==> config.mk <==
export PLATFORM = sky130hd
export DESIGN_NAME = sram_axi_bridge
export DESIGN_NICKNAME = d
export VERILOG_FILES = /design/src/rtl/sram_axi_bridge_pkg.sv /design/src/rtl/sram_axi_bridge.sv
export SDC_FILE = /design/constraint.sdc
export NUM_CORES = 1
export LEC_CHECK = 0
export CAP_MARGIN = 25
export CORE_UTILIZATION = 41
export DETAILED_ROUTE_END_ITERATION = 7
export GPL_TIMING_DRIVEN = 0
export PLACE_DENSITY = 0.77
export SLEW_MARGIN = 20
export SYNTH_ARGS = -nofsm -noshare
export SYNTH_HDL_FRONTEND = slang
export SYNTH_SLANG_ARGS = --single-unit
export TNS_END_PERCENT = 100
==> constraint.sdc <==
create_clock -name clk -period 2.7 [get_ports clk]
set_input_delay 0.81 -clock clk [delete_from_list [all_inputs] [get_ports clk]]
set_output_delay 0.81 -clock clk [all_outputs]
set_load 0.05 [all_outputs]
==> src/rtl/sram_axi_bridge_pkg.sv <==
// Shared CPU-side bus definitions: AXI IDs, fixed single-beat AXI3 fields
// and the state encodings of the bridge's read and write FSMs.
package sram_axi_bridge_pkg;

    localparam logic [3:0] INST_ID  = 4'd0;
    localparam logic [3:0] DATA_ID  = 4'd1;
    localparam logic [3:0] WRITE_ID = 4'd1;

    // Fixed AXI3 fields for single-beat transfers, tied off by the wrapper.
    localparam logic [3:0] AXI_LEN   = 4'd0;
    localparam logic [1:0] AXI_BURST = 2'b01;
    localparam logic [1:0] AXI_LOCK  = 2'b00;
    localparam logic [3:0] AXI_CACHE = 4'd0;
    localparam logic [2:0] AXI_PROT  = 3'd0;
    localparam logic       AXI_WLAST = 1'b1;

    localparam logic [2:0] INST_SIZE = 3'd2;

    typedef enum logic [1:0] {
        R_IDLE = 2'd0,
        R_AR   = 2'd1,
        R_R    = 2'd2
    } rd_state_e;

    typedef enum logic [1:0] {
        W_IDLE = 2'd0,
        W_AWW  = 2'd1,
        W_B    = 2'd2
    } wr_state_e;

    function automatic logic [2:0] axi_size(input logic [1:0] sram_size);
        return {1'b0, sram_size};
    endfunction

endpackage

==> src/rtl/sram_axi_bridge.sv <==
// Converts the core's inst (read-only) and data (read/write) SRAM-like ports
// into one single-beat AXI3 master with one outstanding read and one write.
module sram_axi_bridge
    import sram_axi_bridge_pkg::*;
(
    input  logic        clk,
    input  logic        resetn,

    input  logic        inst_req,
    input  logic [31:0] inst_addr,
    output logic        inst_addr_ok,
    output logic        inst_data_ok,
    output logic [31:0] inst_rdata,

    input  logic        data_req,
    input  logic        data_wr,
    input  logic [1:0]  data_size,
    input  logic [3:0]  data_wstrb,
    input  logic [31:0] data_addr,
    input  logic [31:0] data_wdata,
    output logic        data_addr_ok,
    output logic        data_data_ok,
    output logic [31:0] data_rdata,

    output logic [3:0]  arid,
    output logic [31:0] araddr,
    output logic [2:0]  arsize,
    output logic        arvalid,
    input  logic        arready,
    input  logic [31:0] rdata,
    input  logic        rvalid,
    output logic        rready,

    output logic [31:0] awaddr,
    output logic [2:0]  awsize,
    output logic        awvalid,
    input  logic        awready,
    output logic [31:0] wdata,
    output logic [3:0]  wstrb,
    output logic        wvalid,
    input  logic        wready,
    input  logic        bvalid,
    output logic        bready
);

    rd_state_e   rd_state_q;
    logic [31:0] ar_addr_q;
    logic [2:0]  ar_size_q;
    logic [3:0]  ar_id_q;
    logic        ar_valid_q;
    logic        r_ready_q;
    logic [31:0] inst_rdata_q;
    logic [31:0] data_rdata_q;
    logic        inst_ok_q;
    logic        data_rd_ok_q;

    wr_state_e   wr_state_q;
    logic [31:0] aw_addr_q;
    logic [2:0]  aw_size_q;
    logic [31:0] w_data_q;
    logic [3:0]  w_strb_q;
    logic        aw_valid_q;
    logic        w_valid_q;
    logic        b_ready_q;
    logic        data_wr_ok_q;

    logic        data_busy;
    logic        data_rd_grant;
    logic        inst_rd_grant;
    logic        data_wr_accept;
    logic        aw_done;
    logic        w_done;

    // Both FSMs return to idle on the edge that raises data_ok, so the data
    // port is free again in the same cycle its completion is reported.
    always_comb begin
        data_busy      = ((rd_state_q != R_IDLE) && (ar_id_q == DATA_ID)) ||
                         (wr_state_q != W_IDLE);
        data_rd_grant  = (rd_state_q == R_IDLE) && data_req && !data_wr && !data_busy;
        inst_rd_grant  = (rd_state_q == R_IDLE) && inst_req && !data_rd_grant;
        data_wr_accept = (wr_state_q == W_IDLE) && data_req && data_wr && !data_busy;
        aw_done        = !aw_valid_q || awready;
        w_done         = !w_valid_q || wready;
    end

    always_ff @(posedge clk) begin
        if (!resetn) begin
            rd_state_q   <= R_IDLE;
            ar_addr_q    <= '0;
            ar_size_q    <= '0;
            ar_id_q      <= '0;
            ar_valid_q   <= 1'b0;
            r_ready_q    <= 1'b0;
            inst_rdata_q <= '0;
            data_rdata_q <= '0;
            inst_ok_q    <= 1'b0;
            data_rd_ok_q <= 1'b0;
        end else begin
            inst_ok_q    <= 1'b0;
            data_rd_ok_q <= 1'b0;
            unique case (rd_state_q)
                R_IDLE: begin
                    if (data_rd_grant) begin
                        ar_addr_q  <= data_addr;
                        ar_size_q  <= axi_size(data_size);
                        ar_id_q    <= DATA_ID;
                        ar_valid_q <= 1'b1;
                        rd_state_q <= R_AR;
                    end else if (inst_rd_grant) begin
                        ar_addr_q  <= inst_addr;
                        ar_size_q  <= INST_SIZE;
                        ar_id_q    <= INST_ID;
                        ar_valid_q <= 1'b1;
                        rd_state_q <= R_AR;
                    end
                end
                R_AR: begin
                    if (arready) begin
                        ar_valid_q <= 1'b0;
                        r_ready_q  <= 1'b1;
                        rd_state_q <= R_R;
                    end
                end
                R_R: begin
                    if (rvalid) begin
                        r_ready_q <= 1'b0;
                        if (ar_id_q == DATA_ID) begin
                            data_rdata_q <= rdata;
                            data_rd_ok_q <= 1'b1;
                        end else begin
                            inst_rdata_q <= rdata;
                            inst_ok_q    <= 1'b1;
                        end
                        rd_state_q <= R_IDLE;
                    end
                end
                default: begin
                    ar_valid_q <= 1'b0;
                    r_ready_q  <= 1'b0;
                    rd_state_q <= R_IDLE;
                end
            endcase
        end
    end

    always_ff @(posedge clk) begin
        if (!resetn) begin
            wr_state_q   <= W_IDLE;
            aw_addr_q    <= '0;
            aw_size_q    <= '0;
            w_data_q     <= '0;
            w_strb_q     <= '0;
            aw_valid_q   <= 1'b0;
            w_valid_q    <= 1'b0;
            b_ready_q    <= 1'b0;
            data_wr_ok_q <= 1'b0;
        end else begin
            data_wr_ok_q <= 1'b0;
            unique case (wr_state_q)
                W_IDLE: begin
                    if (data_wr_accept) begin
                        aw_addr_q  <= data_addr;
                        aw_size_q  <= axi_size(data_size);
                        w_data_q   <= data_wdata;
                        w_strb_q   <= data_wstrb;
                        aw_valid_q <= 1'b1;
                        w_valid_q  <= 1'b1;
                        wr_state_q <= W_AWW;
                    end
                end
                W_AWW: begin
                    // AW and W complete independently; leave once both are done.
                    if (aw_valid_q && awready) begin
                        aw_valid_q <= 1'b0;
                    end
                    if (w_valid_q && wready) begin
                        w_valid_q <= 1'b0;
                    end
                    if (aw_done && w_done) begin
                        b_ready_q  <= 1'b1;
                        wr_state_q <= W_B;
                    end
                end
                W_B: begin
                    if (bvalid) begin
                        b_ready_q    <= 1'b0;
                        data_wr_ok_q <= 1'b1;
                        wr_state_q   <= W_IDLE;
                    end
                end
                default: begin
                    aw_valid_q <= 1'b0;
                    w_valid_q  <= 1'b0;
                    b_ready_q  <= 1'b0;
                    wr_state_q <= W_IDLE;
                end
            endcase
        end
    end

    assign inst_addr_ok = inst_rd_grant;
    assign inst_data_ok = inst_ok_q;
    assign inst_rdata   = inst_rdata_q;

    assign data_addr_ok = data_rd_grant || data_wr_accept;
    assign data_data_ok = data_rd_ok_q || data_wr_ok_q;
    assign data_rdata   = data_rdata_q;

    assign arid    = ar_id_q;
    assign araddr  = ar_addr_q;
    assign arsize  = ar_size_q;
    assign arvalid = ar_valid_q;
    assign rready  = r_ready_q;

    assign awaddr  = aw_addr_q;
    assign awsize  = aw_size_q;
    assign awvalid = aw_valid_q;
    assign wdata   = w_data_q;
    assign wstrb   = w_strb_q;
    assign wvalid  = w_valid_q;
    assign bready  = b_ready_q;

endmodule
==> results.md, run 1 <==
- # hold bufs at CTS: 0
- Mapped Area: 7060 sq um
- Vias: 7159
- Reg2reg end: awaddr[7]
- Diode count: 0
- Max IR drop VDD: 440 uV
- Per-cell routed wire length: 17.5 um
- Synth unique cells: 38
- Clk root buf: clkbuf_16
- Rel. slew slack: 54.5%
- Hold Path Cell Cnt: 2
- Dpl cell area: approximately 11000 sq um
- Fillcell total: 1446
- Syn avg cell area: 8.30 sq um
- Std-Cell Core Area: 16700 sq um
- Run status: finished, final reports clean
- Worst r2r src: wr_state_q[0]
- 1st-iter DRT viols: 387
- Final hold vios: 0
- Startpoint types: register
- Leading cell types in the layout, fill and taps excluded: nand2_1 (340), clkdlybuf4s50_1 (316), dfxtp_1 (181), a21oi_1 (72), mux2i_1 (70)
- Setup-failing EPs final: 0
- WHS: 0.454 ns
- Register area share after synthesis: 51.3%
- Final Slew Violations: 0
- Top cell type by total area after synthesis: dfxtp_1
- Min-Delay Endpoint: data_rdata[30]
- Die height: 133 um
- CTS clk-pin slew, worst paths: 0.07 ns
- Most common cell after layout, fill and taps aside: nand2_1
- Final Cycle Share: 96.5%
- Min-delay worst type: register to register
- CP required: approximately 1.9 ns
- TritonCTS clock tree: yes
- Pre-Repair DR Iteration Count: 5
- Grt ovf: 0
- DRC viols: 0
- Antenna violation net count after detailed routing: 0
- Share of cells above drive strength 1: roughly 6.0%
- Min cycle time layout: 2.61 ns
- Total CTS buffers: 17
- Clock Latency Late Sink: 0.43 ns
- Clock Skew: between 0.01 and 0.015 ns
- Vias in the first global route: 6988
- Fraction of post-synthesis cell area in the top cell type by area: 51.3%
- MaxCap Viol Count: 0
- Crit path max fanout: 9
- I/O Pins: 327
- Leak: just over 0.004 uW
- Fmax: 384 MHz
- First-pass GRT wire length: 38000 um
- Initial antenna violation count: 0
- Fin area: 11200 sq um
- Clock Sinks: 181
- Initial core utilization: 42.3%
- Syn Inst Count: 850
- Yosys reg bits: about 180
- WL final: 24900 um
- Num rows: 47
- Top_reg_cell synth: dfxtp_1
- Register-to-Register Path Depth: 5
- R2r setup slk: 0.62 ns
- Area added between synthesis and finish: 58.4%
- RSZ-0062 raised after global routing: no
- WP data arrival: 1.80 ns
- P per Cell Area: 619 nW/um^2
- Chip width: 133 um
- Final nets: 1337
- Routed vias/inst: roughly 5.0
- Crit end category: output port
- Detailed Place HPWL: 18900 um
- Slew @ Worst Pin: 0.682 ns
- Hold Crit Start: data_rdata[30]
- Total power: 6920 uW
- Async set-reset flop share out of synthesis: 0%
- Yosys warnings: 0
- Worst Path Class, Setup: register to output port
- Pin count of the biggest net entering global routing: 19
- RD Place Congestion: 0.865
- H-tree levels: 4
- Footprint of the multi-input gates: 3140 sq um
- Maximum clock path buffer count: 2
- Die footprint: 17700 sq um
- Area contributors post-synth: dfxtp_1 (51%), nand2_1 (18%), mux2i_1 (9.9%), a21oi_1 (5.2%), o31ai_1 (3.4%)
- Register area: approximately 3600 sq um
- Port Buffers: 321
- Gr usage total: between 20% and 30%
- Post-synth EDFFs: 0
power by group:
| group | internal, uW | switching (uW) | total (uW) |
|---|---|---|---|
| Combinational | 610 | 993 | 1600 |
| Sequential | 2810 | 87.6 | 2900 |
| Clock | 1330 | 1090 | 2420 |
metal layers:
layer  routed length [um]  vias to the layer above  part of all wire (%)  GRT usage, %
li1                     -                     3502                     -             -
met3                 2460                       34                   9.9          9.36
met2                12300                      311                    49          49.3
met1                 9690                     3312                    39          30.7
met4                  480                        0                   1.9          9.41
met5                    0                        -                     0             0
worst max-delay path, cell delays in order (launching register included):
cell and delay (ns):
dfxtp_1 0.38, nor2_1 0.31, nand4_1 0.36, nand2_8 0.18, buf_12 0.14
what timing repair did:
item,4_1_cts,5_1_grt
setup endpoints to repair,2,2
gates resized for setup,35,2
setup buffers,5,0
pin swaps,2,2
cell type report:
type	count	share of cell area [%]
Sequential cell	181	32.4
Timing Repair Buffer	326	29.2
Multi-Input combinational cell	596	28.1
Clock buffer	22	4.15
Buffer	70	2.82
Tap cell	220	2.46
Clock inverter	10	0.884
Inverter	1	0.0336
sequential cells by signal, indices dropped and copies added (netlist names), 2 cells and up:
signal      cells
araddr         32
arsize          2
awaddr         32
awsize          2
data_rdata     32
inst_rdata     32
rd_state_q      2
wdata          32
wr_state_q      2
wstrb           4
cell usage after synthesis (2+ instances only):
library cell / n
buf_1: 3
buf_2: 16
nand2b_1: 4
mux2i_1: 70
dfxtp_1: 181
nand2_1: 341
nand3b_1: 2
nor2_1: 8
clkbuf_1: 48
o31ai_1: 32
buf_6: 4
o21ai_0: 5
a31oi_1: 34
a21oi_1: 73
buf_4: 5
nor3_1: 2
through the flow:
stage / utilization [%] / setup slack, ns / TNS (ns) / cells
finish: 67.0 / 0.0938 / 0 / 1426
detailed placement: 63.4 / -1.45 / -3.30 / 1395
global placement: 63.4 / -1.47 / -2.86 / 1395
floorplan: - / -0.0128 / -0.0128 / 854
global route: 67.0 / 0.0226 / 0 / 1426
CTS: 67.1 / -0.0571 / -0.0781 / 1428
worst max-delay path by stage:
stage	from	end	cells past startpoint
3_5_place_dp	data_wr	data_addr_ok	8
6_report	wr_state_q[0]	data_addr_ok	4
3_3_place_gp	data_wr	data_addr_ok	8
2_1_floorplan	inst_req	inst_addr_ok	4
4_1_cts	data_req	data_addr_ok	7
5_1_grt	wr_state_q[1]	data_addr_ok	4
cell families after synthesis:
family,share of synthesized area [%]
AOI/OAI and AO/OA,12.7
buffers and inverters,5.07
DFF,51.3
muxes,9.93
other,0.0531
and+or+nand+nor,20.9
Note: power is estimated with default switching activity, not from simulation.
==> run 2: changes to the inputs <==
--- a/config.mk
+++ b/config.mk
@@ -6,10 +6,10 @@
 export NUM_CORES = 1
 export LEC_CHECK = 0
 export CAP_MARGIN = 25
-export CORE_UTILIZATION = 41
+export CORE_UTILIZATION = 37
 export DETAILED_ROUTE_END_ITERATION = 7
 export GPL_TIMING_DRIVEN = 0
-export PLACE_DENSITY = 0.77
+export PLACE_DENSITY = 0.73
 export SLEW_MARGIN = 20
 export SYNTH_ARGS = -nofsm -noshare
 export SYNTH_HDL_FRONTEND = slang
==> constraint.sdc (replaced) <==
create_clock -name clk -period 2.3 [get_ports clk]
set_input_delay 0.69 -clock clk [delete_from_list [all_inputs] [get_ports clk]]
set_output_delay 0.69 -clock clk [all_outputs]
set_load 0.05 [all_outputs]
==> run 2 against run 1 <==
  * The flow now finishes with violations (setup timing)
  * Final area increased by 1.9%
  * Sequential share of layout area decreased by 0.52 points
  * Non-clock buffer count increased by 6
  * First-iteration DRC count decreased by 2.8%
  * Highest routed layer is now met5
==> results.md, run 2 (synthesis gave the netlist of run 1 again) <==
- Register area: 3630 sq um
- Crit path max fanout: 4
- Min-delay worst type: register to register
- Min-Delay Endpoint: data_rdata[1]
- Clock Sinks: 181
- R2r setup slk: 0.15 ns
- Share of cells above drive strength 1: 7.26%
- Cell Count, Final, Fillers Out: 1446
- Pin count of the biggest net entering global routing: 19
- Leak: 0.00558 uW
- Port Buffers: 321
- Failing checks: setup timing
- Worst r2r src: wr_state_q[0]
- Total power: 8110 uW
- Clock Skew: 0.0123 ns
- Gr usage total: 25.4%
- WP data arrival: 1.69 ns
- First-pass GRT wire length: ~38000 um
- Final nets: 1343
- Fillcell total: 1682
- Crit path from: data_req
- Footprint of the multi-input gates: 3150 sq um
- CP peak stage delay: 0.40 ns
- DRC viols: 0
- Min cycle time layout: ~2.4 ns
- CP max stage cell: or3b_4
- Die footprint: a little under 20000 sq um
- Final Slew Violations: 0
- Final design utilization: 60.9%
- WL final: between 20000 and 30000 um
- Fmax: 421 MHz
- Pre-Repair DR Iteration Count: 5
- Crit end category: output port
- Area added between synthesis and finish: 61.4%
- Max IR drop VDD: approximately 510 uV
- Num rows: 50
- CP required: 1.61 ns
- Final WS setup: -0.0760 ns
- Met1 Use GR: 28.3%
- Reg2reg end: awaddr[9]
- Initial antenna violation count: 1
- Most common cell after layout, fill and taps aside: nand2_1
- Clock Latency Late Sink: between 0.4 and 0.5 ns
- Detailed Place HPWL: 19100 um
- Antenna violation net count after detailed routing: 0
- Std-Cell Core Area: 18700 sq um
- 1st-iter DRT viols: 376
- Clk root buf: clkbuf_16
- WHS: 0.453 ns
- I/O Pins: 327
- P per Cell Area: a little over 700 nW/um^2
- Worst Path Class, Setup: input pin to output port
- GR met2 Demand/Resource: 45.4%
- Final hold vios: 0
- Placed insts: 1409
- Critical-path cell list: buf_4 -> or3b_4 -> or2_4 -> nand2_8 -> buf_12
- Pre-CTS WS: -1.60 ns
- Maximum clock path buffer count: 2
- Total CTS buffers: 17
- Final Cycle Share: 103%
- Initial core utilization: between 30% and 40%
- H-tree levels: 4
- Setup-failing EPs final: 1
- Hold Path Cell Cnt: 2
- Routed vias/inst: 4.96
- MaxCap Viol Count: 0
- Register-to-Register Path Depth: 6
- Run status: complete, but fails checks
- Startpoint types: input pin
- Hold Crit Start: data_rdata[1]
- # hold bufs at CTS: 0
- Grt ovf: 0
- Rel. slew slack: 54.5%
- Slew @ Worst Pin: 0.683 ns
- GRT met3 Usage: 9.06%
- Diode count: 0
- Die height: 140 um
- GRT Max-Usage Layer: met2
- Leading cell types in the layout, fill and taps excluded: nand2_1 (340), clkdlybuf4s50_1 (186), dfxtp_1 (177), a21oi_1 (72), dlymetal6s2s_1 (71)
- TritonCTS clock tree: yes
- Chip width: between 100 and 150 um
- Vias: 7168
- CTS clk-pin slew, worst paths: 0.07 ns
- RSZ-0062 raised after global routing: yes
- Vias in the first global route: 6986
- Per-cell routed wire length: 17.4 um
- RD Place Congestion: 0.815
## run 2: cell count changes in the layout (fill, tap and decap cells not counted), moves of 3 or more
cell,before,now
clkbuf_1,48,44
dlymetal6s2s_1,0,71
clkbuf_2,0,3
dlygate4sd2_1,1,59
buf_4,11,16
clkdlybuf4s50_1,316,186
dfxtp_1,181,177
clkinvlp_4,5,1
inv_8,0,5
## run 2: worst max path at each step
| stage | endpoint | slack, ns | cells after the start |
|---|---|---|---|
| floorplan | data_addr_ok | -0.14 | 6 |
| global placement | data_addr_ok | -1.60 | 8 |
| detailed placement | data_addr_ok | -1.60 | 8 |
| CTS | data_addr_ok | -0.26 | 7 |
| global route | data_addr_ok | -0.1 | 4 |
| finish | data_addr_ok | -0.08 | 5 |
## run 2: power breakdown
group	internal (uW)	leakage [uW]	switching, uW
clock network	1470	0.000284	1390
registers	3300	0.00148	94.2
logic	677	0.00382	1170
total	5450	0.00558	2650
## run 2: stage by stage
stage	instance area [sq um]	TNS, ns
finish	11400	-0.0760
global route	11400	-0.116
CTS	11200	-0.264
detailed placement	10600	-41.18
global placement	10600	-34.51
floorplan	7130	-0.190
## run 2: area by class of cell
class                      instances  share of cell area [%]
buffer                            70                    2.89
clock buffer                      18                    3.85
clock inverter                    14                    1.21
inverter                           1                  0.0329
multi-input combinational        596                    27.6
sequential                       181                    31.9
tap                              234                    2.57
timing repair buffer             332                    29.9
## run 2: critical path, delay by kind of cell
kind                   cells  cell delay [ns]
AND/OR/NAND/NOR            3             0.75
buffers and inverters      2             0.24
## run 2: what timing repair did
item                                    CTS  global route
setup buffers                             5             6
resized for setup                       101            84
endpoints found under the setup margin   61            86
pin swaps                                 3             5
## run 2: layer usage
metal | vias to the layer above | share of wire, %
met4 | 2 | 1.5
met1 | 3315 | 39
met3 | 26 | 9.8
met5 | - | 0.052
li1 | 3526 | -
met2 | 299 | 50
==> run 3: changes to the inputs <==
--- a/config.mk
+++ b/config.mk
@@ -9,7 +9,8 @@
 export CORE_UTILIZATION = 37
 export DETAILED_ROUTE_END_ITERATION = 7
 export GPL_TIMING_DRIVEN = 0
-export PLACE_DENSITY = 0.73
+export MAX_ROUTING_LAYER = met4
+export PLACE_DENSITY_LB_ADDON = 0.1
 export SLEW_MARGIN = 20
 export SYNTH_ARGS = -nofsm -noshare
 export SYNTH_HDL_FRONTEND = slang
==> run 3 against run 2 <==
  * The flow still finishes with violations (setup timing)
  * Final area grew 1.1%
  * Sequential share of layout area decreased by 0.34 points
  * Flip-flop and latch count stayed put
  * Die area is the same
  * Hold slack worse by 0.0022 ns
  * Combinational power barely moved
  * Maximum frequency shrank 1.7%
  * Total power rose by 2.7%
  * Cell count up 0.41%
  * Largest cell class unchanged
  * Highest routed layer is now met4
==> results.md, run 3 (synthesis gave the netlist of run 1 again) <==
- Grt ovf: 0
- Register area: 3630 sq um
- Critical-path cell list: buf_2 -> or3b_4 -> or2_1 -> buf_6 -> nand2_8 -> buf_12
- WL final: 23900 um
- Die footprint: 19600 sq um
- Worst Path Class, Setup: input pin to output port
- Maximum clock path buffer count: 2
- Final hold vios: 0
- RD Place Congestion: 0.837
- CP bufs+invs: 3
- Setup-failing EPs final: 2
- First-pass GRT wire length: 36800 um
- Pre-Repair DR Iteration Count: 5
- P per Cell Area: 722 nW/um^2
- Slew @ Worst Pin: 0.584 ns
- Antenna violation net count after detailed routing: 0
- CP max stage cell: or3b_4
- Final Cycle Share: 105%
- Initial core utilization: 37.7%
- Setup TNS: -0.139 ns
- Run status: complete, but fails checks
- Area added between synthesis and finish: 63.3%
- Chip width: between 100 and 150 um
- Startpoint types: input pin
- CP peak stage delay: 0.38 ns
- Total CTS buffers: 17
- Per-cell routed wire length: 16.5 um
- Clock Latency Late Sink: 0.43 ns
- Failing checks: setup timing
- Clock Sinks: 181
- Initial antenna violation count: 0
- Min-delay worst type: register to register
- CTS clk-pin slew, worst paths: 0.07 ns
- Pin count of the biggest net entering global routing: 19
- Leak: 0.00559 uW
- Gr usage total: 24.8%
- Min cycle time layout: 2.42 ns
- Vias: 7101
- Hold Path Cell Cnt: 2
- Detailed Place HPWL: 17800 um
- Vias in the first global route: 6810
- Clk root buf: clkbuf_16
- Reg2reg end: awaddr[27]
- CP top delay family: simple AND/OR/NAND/NOR gates
- # hold bufs at CTS: 0
- TritonCTS clock tree: yes
- Final nets: between 1000 and 1500
- DRC viols: 0
- RSZ-0062 raised after global routing: yes
- MaxCap Viol Count: 0
- CP required: approximately 1.6 ns
- Clock Skew: approximately 0.011 ns
- Fmax: 414 MHz
- Die height: 140 um
- Std-Cell Core Area: 18700 sq um
- Max IR drop VDD: 566 uV
- Hold Crit Start: inst_rdata[31]
- Num rows: 50
- I/O Pins: 327
- Final WS setup: -0.118 ns
- Footprint of the multi-input gates: 3150 sq um
- H-tree levels: 4
- Final Slew Violations: 0
- Crit path max fanout: 4
- Routed vias/inst: between 4 and 5
- Min-Delay Endpoint: inst_rdata[31]
- Pre-CTS WS: -1.56 ns
- Leading cell types in the layout, fill and taps excluded: nand2_1 (340), clkdlybuf4s50_1 (207), dfxtp_1 (178), dlymetal6s2s_1 (76), a21oi_1 (72)
- Diode count: 0
- 1st-iter DRT viols: 270
- Rel. slew slack: between 60% and 70%
- WP data arrival: 1.73 ns
- Fillcell total: 1683
- Most common cell after layout, fill and taps aside: nand2_1
- Worst r2r src: wr_state_q[0]
- R2r setup slk: 0.21 ns
- Port Buffers: 321
- Crit end category: output port
- Register-to-Register Path Depth: 6
- Share of cells above drive strength 1: 7.55%
[run 3: cell type report]
cell class | instances | area share [%]
inverter | 1 | 0.0326
clock buffer | 19 | 3.84
buffer | 71 | 2.95
multi-input combinational | 596 | 27.3
sequential | 181 | 31.5
clock inverter | 12 | 1.46
timing repair buffer | 338 | 30.3
tap | 234 | 2.54
[run 3: where the power goes]
group          total (uW)  internal, uW  leakage, uW  switching, uW
Combinational        1860           702      0.00383           1160
Clock                3060          1760     0.000289           1300
Sequential           3400          3300      0.00148           94.2
Total                8320          5760      0.00559           2560
[run 3: worst max-delay path by stage]
stage,from,to,slack (ns),cells past startpoint
2_1_floorplan,data_req,data_addr_ok,-0.14,6
3_3_place_gp,data_req,data_addr_ok,-1.58,8
3_5_place_dp,data_req,data_addr_ok,-1.56,8
4_1_cts,wr_state_q[0],data_addr_ok,-0.14,5
5_1_grt,rd_state_q[1],data_addr_ok,-0.16,5
6_report,data_req,data_addr_ok,-0.12,6
[run 3: tightest hold or removal path, cell delays in order, from the launching register on]
cell and delay (ns):
dfxtp_1 0.31, nand2_1 0.05, a21oi_1 0.05
[run 3: timing repair]
item	4_1_cts	5_1_grt
pin swaps	4	4
gates resized for setup	67	88
setup endpoints to repair	36	90
buffers inserted	10	7
[run 3: layer usage]
| layer | GRT usage [%] | part of all wire (%) |
|---|---|---|
| met1 | 29.3 | 43 |
| met3 | 6.94 | 7.8 |
| met5 | - | 0 |
| met4 | 8.39 | 2.3 |
| met2 | 40.6 | 47 |
[run 3: stage by stage]
stage	cell area (sq um)	power, uW	hold slack [ns]	instances	utilization [%]
floorplan	7130	4560	0.509	854	-
global placement	10600	5330	0.440	1409	56.9
detailed placement	10600	5340	0.445	1409	56.9
CTS	11300	8380	0.455	1445	60.2
global route	11500	8630	0.469	1452	61.6
finish	11500	8320	0.451	1452	61.6
